--- src/rtl/seg7_pkg.sv ---
// seg7_pkg: shared types, segment table and anode patterns for the display scanner
package seg7_pkg;
   typedef enum logic {DEAD, ON} state_t;
   localparam logic [6:0] SEG_HEX [16] = '{
      7'h40, 7'h79, 7'h24, 7'h30, 7'h19, 7'h12, 7'h02, 7'h78,
      7'h00, 7'h10, 7'h08, 7'h03, 7'h46, 7'h21, 7'h06, 7'h0E
   };
   localparam logic [3:0] ANODE [4] = '{4'b1110, 4'b1101, 4'b1011, 4'b0111};
   function automatic logic [6:0] seg_encode(input logic [3:0] nibble);
      return SEG_HEX[nibble];
   endfunction
endpackage

--- src/rtl/seg7_encode.sv ---
// seg7_encode: nibble plus blank/dp to active-low segment byte
module seg7_encode
   import seg7_pkg::*;
(
   input  logic [3:0] nibble,
   input  logic       blank,
   input  logic       dp,
   output logic [7:0] seg
);
   assign seg = {~dp, blank ? 7'h7F : seg_encode(nibble)};
endmodule

--- src/rtl/seg7_scan_ctrl.sv ---
// seg7_scan_ctrl: 4-digit multiplexed seven-segment scanner with frame-boundary value commit
module seg7_scan_ctrl
   import seg7_pkg::*;
#(
   parameter int CLK_DIV  = 100000,
   parameter bit BLANK_LZ = 1'b0
) (
   input  logic        clk,
   input  logic        rst_n,
   input  logic [15:0] value_in,
   input  logic        value_valid,
   input  logic [3:0]  dp_in,
   output logic        busy,
   output logic        frame_tick,
   output logic [3:0]  an,
   output logic [7:0]  out
);
   localparam int CW = $clog2(CLK_DIV);
   logic [CW-1:0] cnt;
   logic [1:0] digit, digit_d;
   state_t state, state_d;
   logic live, tick, commit, blank;
   logic [15:0] shadow, shadow_d, pending;
   logic [3:0] nib, an_d;
   logic [7:0] seg, out_d;
   assign tick = cnt == CW'(CLK_DIV - 1);
   assign commit = tick && digit == 2'd3;
   assign frame_tick = commit;
   always_ff @(posedge clk or negedge rst_n)
      if (!rst_n) begin
         cnt <= '0;
         shadow <= '0;
         pending <= '0;
         busy <= 1'b0;
      end else begin
         cnt <= tick ? '0 : cnt + CW'(1);
         shadow <= shadow_d;
         if (value_valid) pending <= value_in;
         busy <= !commit && (busy || value_valid);
      end
   // live holds the display dark until the first slot boundary after reset
   always_ff @(posedge clk or negedge rst_n)
      if (!rst_n) begin
         state <= DEAD;
         digit <= 2'd3;
         live <= 1'b0;
         an <= 4'hF;
         out <= 8'hFF;
      end else begin
         state <= state_d;
         digit <= digit_d;
         live <= live | tick;
         an <= an_d;
         out <= out_d;
      end
   always_comb begin
      digit_d = tick ? digit + 2'd1 : digit;
      state_d = (tick || !live) ? DEAD : ON;
   end
   // outputs are registered, so they are built from next-cycle digit and shadow
   always_comb begin
      shadow_d = !commit ? shadow : value_valid ? value_in : busy ? pending : shadow;
      nib = shadow_d[{digit_d, 2'b00} +: 4];
      blank = BLANK_LZ && digit_d != 2'd0 && (shadow_d >> {digit_d, 2'b00}) == 16'h0;
      an_d = state_d == ON ? ANODE[digit_d] : 4'hF;
      out_d = state_d == ON ? seg : 8'hFF;
   end
   seg7_encode u_enc (
      .nibble(nib),
      .blank (blank),
      .dp    (dp_in[digit_d]),
      .seg   (seg)
   );
endmodule

--- config.mk ---
export PLATFORM = sky130hd
export DESIGN_NAME = seg7_scan_ctrl
export DESIGN_NICKNAME = d
export VERILOG_FILES = /design/src/rtl/seg7_pkg.sv /design/src/rtl/seg7_encode.sv /design/src/rtl/seg7_scan_ctrl.sv
export SDC_FILE = /design/constraint.sdc
export NUM_CORES = 1
export LEC_CHECK = 0
export CORE_MARGIN = 5
export CORE_UTILIZATION = 30
export DETAILED_ROUTE_END_ITERATION = 12
export PLACE_DENSITY = 0.54
export REMOVE_ABC_BUFFERS = 1
export SYNTH_ARGS = -nofsm -noshare
export SYNTH_HDL_FRONTEND = slang
export SYNTH_HIERARCHICAL = 1
export SYNTH_SLANG_ARGS = --single-unit
--- constraint.sdc ---
create_clock -name clk -period 3.95 [get_ports clk]
set_input_delay 0.395 -clock clk [delete_from_list [all_inputs] [get_ports clk]]
set_output_delay 0.395 -clock clk [all_outputs]
set_load 0.05 [all_outputs]
==> metrics.txt, run 1 <==
most frequent cells in the layout dfrtp_1 (51), nor2_1 (38), nand2_1 (36); Hold-fix buffers, CTS 0; Resize count post-CTS 0; Clock Skews 0.00601 ns; pwr dens 384 nW/um^2; area delta synth->final 25.5%; GP Congestion 0.800; Inserted Clock Buffers 9; # H-tree levels 3; Max Cap Viol 0; initial DRC count 158; die footprint 13,800 um^2; actual transition at the worst max-transition pin 0.907 ns; Vias 2,656; HPWL after DPL 5880 um; Max clock buf depth 2; total wire length after detailed routing 8230 um; Post-CTS Setup Bufs 0; Overflow after GRT 0; Leak 1.86 nW; share of post-route cells with drive strength above 1 17.4%; vias in the first global route 2,714; io pins 37; Sink Count 65; Cell Area, Synth 3460 um^2; ys async rst share 100%; Final period util 93.1%; Worst VDD drop 0.203 mV; sequential share of the synthesized area 47.5%; worst-path maximum fanout 11; Synth Instances 338; Synth cell types 53; Die Ht 117 um; post-synthesis register bit count 65; antenna violations before repair 0; Final Hold Fails 0; prevailing post-synth register cell dfrtp_1; Finish-stage setup viols 0; status completed; Slew Limit Fails 0; Rel. slew slack 39.5%; kind of critical path flop to flop; FP Rows 39; Post-route DRC 0; Clock Latency Late Sink 0.33 ns; Startpoint Class flop; CTS tree done; crit path capture type flop; initial core utilization 30.4%; Initial DRT Pass Iterations 4; fin crit period 3.68 ns; final core occ 38.2%; port bufs 36; largest net degree at the start of global routing 41; nets 418; FILL cells 1,135; Vias per Instance 4.97; Hold Crit Class input port to asynchronous set/reset pin; Setup Total Neg Slack 0 ns; antenna diode instance count 0; Avg Inst Size Synth 10.2 um^2; CP required 4.20 ns; Max Freq 272 MHz; Routed Antenna Nets 0; Yosys warning count 6; Worst-path clk slew 0.06 ns; number of synthesized flops with an enable pin 0; Wirelength per Cell 15.4 um; GRT Total Usage 12.3%; Core ar. 11,400 um^2; Die W 117 um; leading cell type in the layout, fill and taps excluded dfrtp_1; RSZ-0062 raised after global routing no; global-route wire length before repair 13,900 um; WP data arrival 3.92 ns; CTS Root Cell clkbuf_16
==> path summary, 6_finish.rpt <==
kind	start	to	slack, ns	depth (start not counted)
max in group asynchronous	rst_n	out[4]	2.81	2
min in group clk	live	live	0.46	1
worst max-delay path	cnt[8]	out[1]	0.27	12
worst min register to register	live	live	0.46	1
worst max register to register	cnt[8]	out[1]	0.27	12
worst min-delay path	rst_n	pending[2]	0.19	1
==> sequential cells by signal (all words and copies together), names as in the netlist <==
signal   count
an           4
busy         1
cnt         17
digit        2
live         1
out          8
pending     16
shadow      16
==> power by group <==
| part | switching (mW) | internal (mW) |
|---|---|---|
| Combinational | 0.0393 | 0.0476 |
| Clock | 0.293 | 0.584 |
| Sequential | 0.0145 | 0.687 |
| Total | 0.347 | 1.32 |
==> cell families after synthesis <==
kind of cell | after synthesis | synth area share, %
AO/OA/AOI/OAI | 61 | 13.1
XOR/XNOR | 16 | 4.27
adder cells (fa/ha/maj) | 9 | 3.26
buffers and inverters | 25 | 4.09
flip-flops | 65 | 47.5
multiplexers | 22 | 6.98
other | 1 | 0.108
AND/OR/NAND/NOR | 139 | 20.7
==> worst max-delay path, cell delays in order (launching register included) <==
cell	delay, ns
dfrtp_1	0.44
or4_4	0.55
nor4_4	0.27
and3_1	0.52
a22oi_1	0.13
nand2_1	0.12
a22oi_1	0.07
o211ai_1	0.23
inv_1	0.21
ha_1	0.31
or2_2	0.30
a311o_1	0.30
nand2b_1	0.14
==> metrics by stage <==
step	instances	cell area (um^2)	setup WS (ns)	power (mW)	hold slack, ns
5_1_grt	534	4340	0.00477	1.72	0.281
6_report	534	4340	0.272	1.67	0.195
4_1_cts	534	4340	0.288	1.69	0.227
3_5_place_dp	518	4010	0.292	0.801	0.446
3_3_place_gp	518	4010	0.393	0.800	0.443
2_1_floorplan	326	3380	0.501	0.742	0.0994
==> Yosys cell counts (5+ instances only) <==
| cell type | number | area (um^2) |
|---|---|---|
| a32oi_1 | 13 | 114 |
| xnor2_1 | 5 | 43.8 |
| xor2_1 | 10 | 87.6 |
| inv_1 | 6 | 22.5 |
| and2_1 | 5 | 31.3 |
| nor2b_1 | 5 | 31.3 |
| a21oi_1 | 14 | 70.1 |
| dfrtp_1 | 51 | 1280 |
| nor2_1 | 38 | 143 |
| mux2i_1 | 5 | 50.1 |
| dfstp_2 | 14 | 368 |
| a22o_1 | 6 | 52.6 |
| nand3_1 | 11 | 55.1 |
| ha_1 | 9 | 113 |
| nand2_1 | 36 | 135 |
| clkbuf_1 | 11 | 41.3 |
| mux2_2 | 15 | 169 |
| a22oi_1 | 13 | 97.6 |
| nand2b_1 | 13 | 81.3 |
| and3_1 | 6 | 37.5 |
==> final cells by class <==
type / instances / area, um^2 / area share [%]
Multi-Input combinational cell: 254 / 1700 / 39.1
Sequential cell: 65 / 1640 / 37.9
Timing Repair Buffer: 49 / 453 / 10.4
Clock buffer: 11 / 253 / 5.82
Tap cell: 143 / 179 / 4.12
Clock inverter: 5 / 77.6 / 1.79
Inverter: 7 / 38.8 / 0.893
==> per-layer routing <==
metal,track usage (%),vias to the layer above,part of all wire (%)
li1,-,1294,-
met5,0,-,0
met2,18.4,48,44
met4,4.42,0,1.6
met3,2.89,13,3.9
met1,17.4,1301,50
Power figures use the tool's default switching activity.
==> run 2: changes to the inputs <==
Settings changed: GPL_ROUTABILITY_DRIVEN set to 0.
==> results of run 2 <==
The final DEF is identical to that of run 1; final timing and power are the same.
==> run 3: changes to the inputs <==
Settings changed: CELL_PAD_IN_SITES_DETAIL_PLACEMENT set to 0, CELL_PAD_IN_SITES_GLOBAL_PLACEMENT set to 1, PLACE_DENSITY 0.54 to 0.64.
==> metrics.txt, run 3 (synthesis results as in run 1) <==
# H-tree levels 3; initial core utilization 30.4%; Finish-stage setup viols 0; Setup Total Neg Slack 0 ns; GRT Total Usage 12.9%; Die W 117 um; worst-path maximum fanout 10; Reg-to-Reg End out[1]; largest net degree at the start of global routing 45; Hold Crit Class input port to asynchronous set/reset pin; crit path to out[1]; Initial DRT Pass Iterations 4; fin crit period 3.68 ns; initial DRC count 194; Final Hold Fails 0; Slowest-stage cell, CP or4_4; CTS Root Cell clkbuf_16; Hold-fix buffers, CTS 0; WP data arrival 3.92 ns; Vias per Instance 5.01; Worst-path clk slew 0.06 ns; nets 420; worst setup path startpoint cnt[8]; antenna violations before repair 0; Reg with most FFs cnt; PnR Total Power 1.58 mW; Final period util 93.1%; port bufs 36; setup ws final 0.273 ns; most frequent cells in the layout dfrtp_1 (51), nor2_1 (38), nand2_1 (36); global-route wire length before repair 14,400 um; Post-route DRC 0; placed insts 520; Vias 2,686; cells on worst reg2reg path 12; metal2 WL 3760 um; status completed; Core ar. 11,400 um^2; Clock Skews 0.0105 ns; FP Rows 39; die footprint 13,800 um^2; uppermost layer routed met4; Slew Limit Fails 0; leading cell type in the layout, fill and taps excluded dfrtp_1; Die Ht 117 um; HPWL after DPL 5880 um; actual transition at the worst max-transition pin 1.01 ns; pwr dens 365 nW/um^2; share of post-route cells with drive strength above 1 17.0%; Worst VDD drop 0.162 mV; Startpoint Class flop; Rel. slew slack 32.6%; Sink Count 65; FILL cells 1,168; top flop regs cnt x17, pending x16, shadow x16; io pins 37; met3 routed WL 367 um; RR Startpoint cnt[8]; Wirelength per Cell 15.7 um; Resize count post-CTS 0; CP required 4.19 ns; Inserted Clock Buffers 9; Max Freq 272 MHz; Max Cap Viol 0; total wire length after detailed routing 8420 um; crit path capture type flop; setup slack, reg-to-reg 0.27 ns; kind of critical path flop to flop; M1 WL 4120 um; final cell count without fillers 536; RSZ-0062 raised after global routing no; Overflow after GRT 0; Routed Antenna Nets 0; area delta synth->final 24.9%; Max clock buf depth 2; Clock Latency Late Sink 0.33 ns; crit-path cells or4_4, nor4_4, and2_1, a32oi_1, nand2_1, a22oi_1, o211ai_1, inv_1, ha_1, or2_2, a311o_1, nand2b_1; Setup WS pre-CTS 0.287 ns; antenna diode instance count 0; number of flip-flops in the largest register 17; Largest stage delay, worst path 0.55 ns; Leak 1.85 nW; vias in the first global route 2,779; Post-CTS Setup Bufs 0; CTS tree done
## run 3: cell types whose count changed in the layout (fill, tap and decap cells not counted), sizes merged
cell	before	now
buf	14	16
clkbuf	11	13
bufinv	2	1
clkinv	3	2
## run 3: power breakdown
group / total, mW / internal (mW) / switching, mW / leakage [nW]
registers: 0.701 / 0.687 / 0.0138 / 0.796
clock network: 0.790 / 0.505 / 0.285 / 0.140
logic: 0.0864 / 0.0476 / 0.0388 / 0.910
## run 3: worst min-delay path by stage
stage / startpoint / to / slack, ns / cells past startpoint
2_1_floorplan: rst_n / busy / 0.1 / 0
3_3_place_gp: live / live / 0.44 / 1
3_5_place_dp: live / live / 0.45 / 1
4_1_cts: rst_n / cnt[14] / 0.29 / 1
5_1_grt: rst_n / cnt[14] / 0.34 / 1
6_report: rst_n / cnt[14] / 0.24 / 1
## run 3: stage by stage
step	utilization, %	area (um^2)	hold WS, ns
floorplan	-	3380	0.0994
global placement	35.4	4030	0.442
detailed placement	35.4	4030	0.449
CTS	38.0	4320	0.285
global route	38.0	4320	0.339
finish	38.0	4320	0.238
## run 3: metal layers
layer	track usage, %	vias up
met2	19.2	53
met5	0	-
met4	5.87	0
li1	-	1302
met3	2.98	15
met1	17.6	1316
## run 3: layout make-up
cell class	count	area (um^2)	area share [%]
Clock buffer	13	250	5.79
Clock inverter	3	42.5	0.985
Inverter	7	38.8	0.898
Multi-Input combinational cell	254	1700	39.3
Sequential cell	65	1640	38.1
Tap cell	143	179	4.14
Timing Repair Buffer	51	468	10.8
## run 3: worst max-delay path, delay by kind of cell (launching register included)
family          cells  cell delay (ns)
compound gates      4             0.77
fa+ha+maj           1             0.30
buf+inv             1             0.21
flops               1             0.44
simple gates        6             1.87
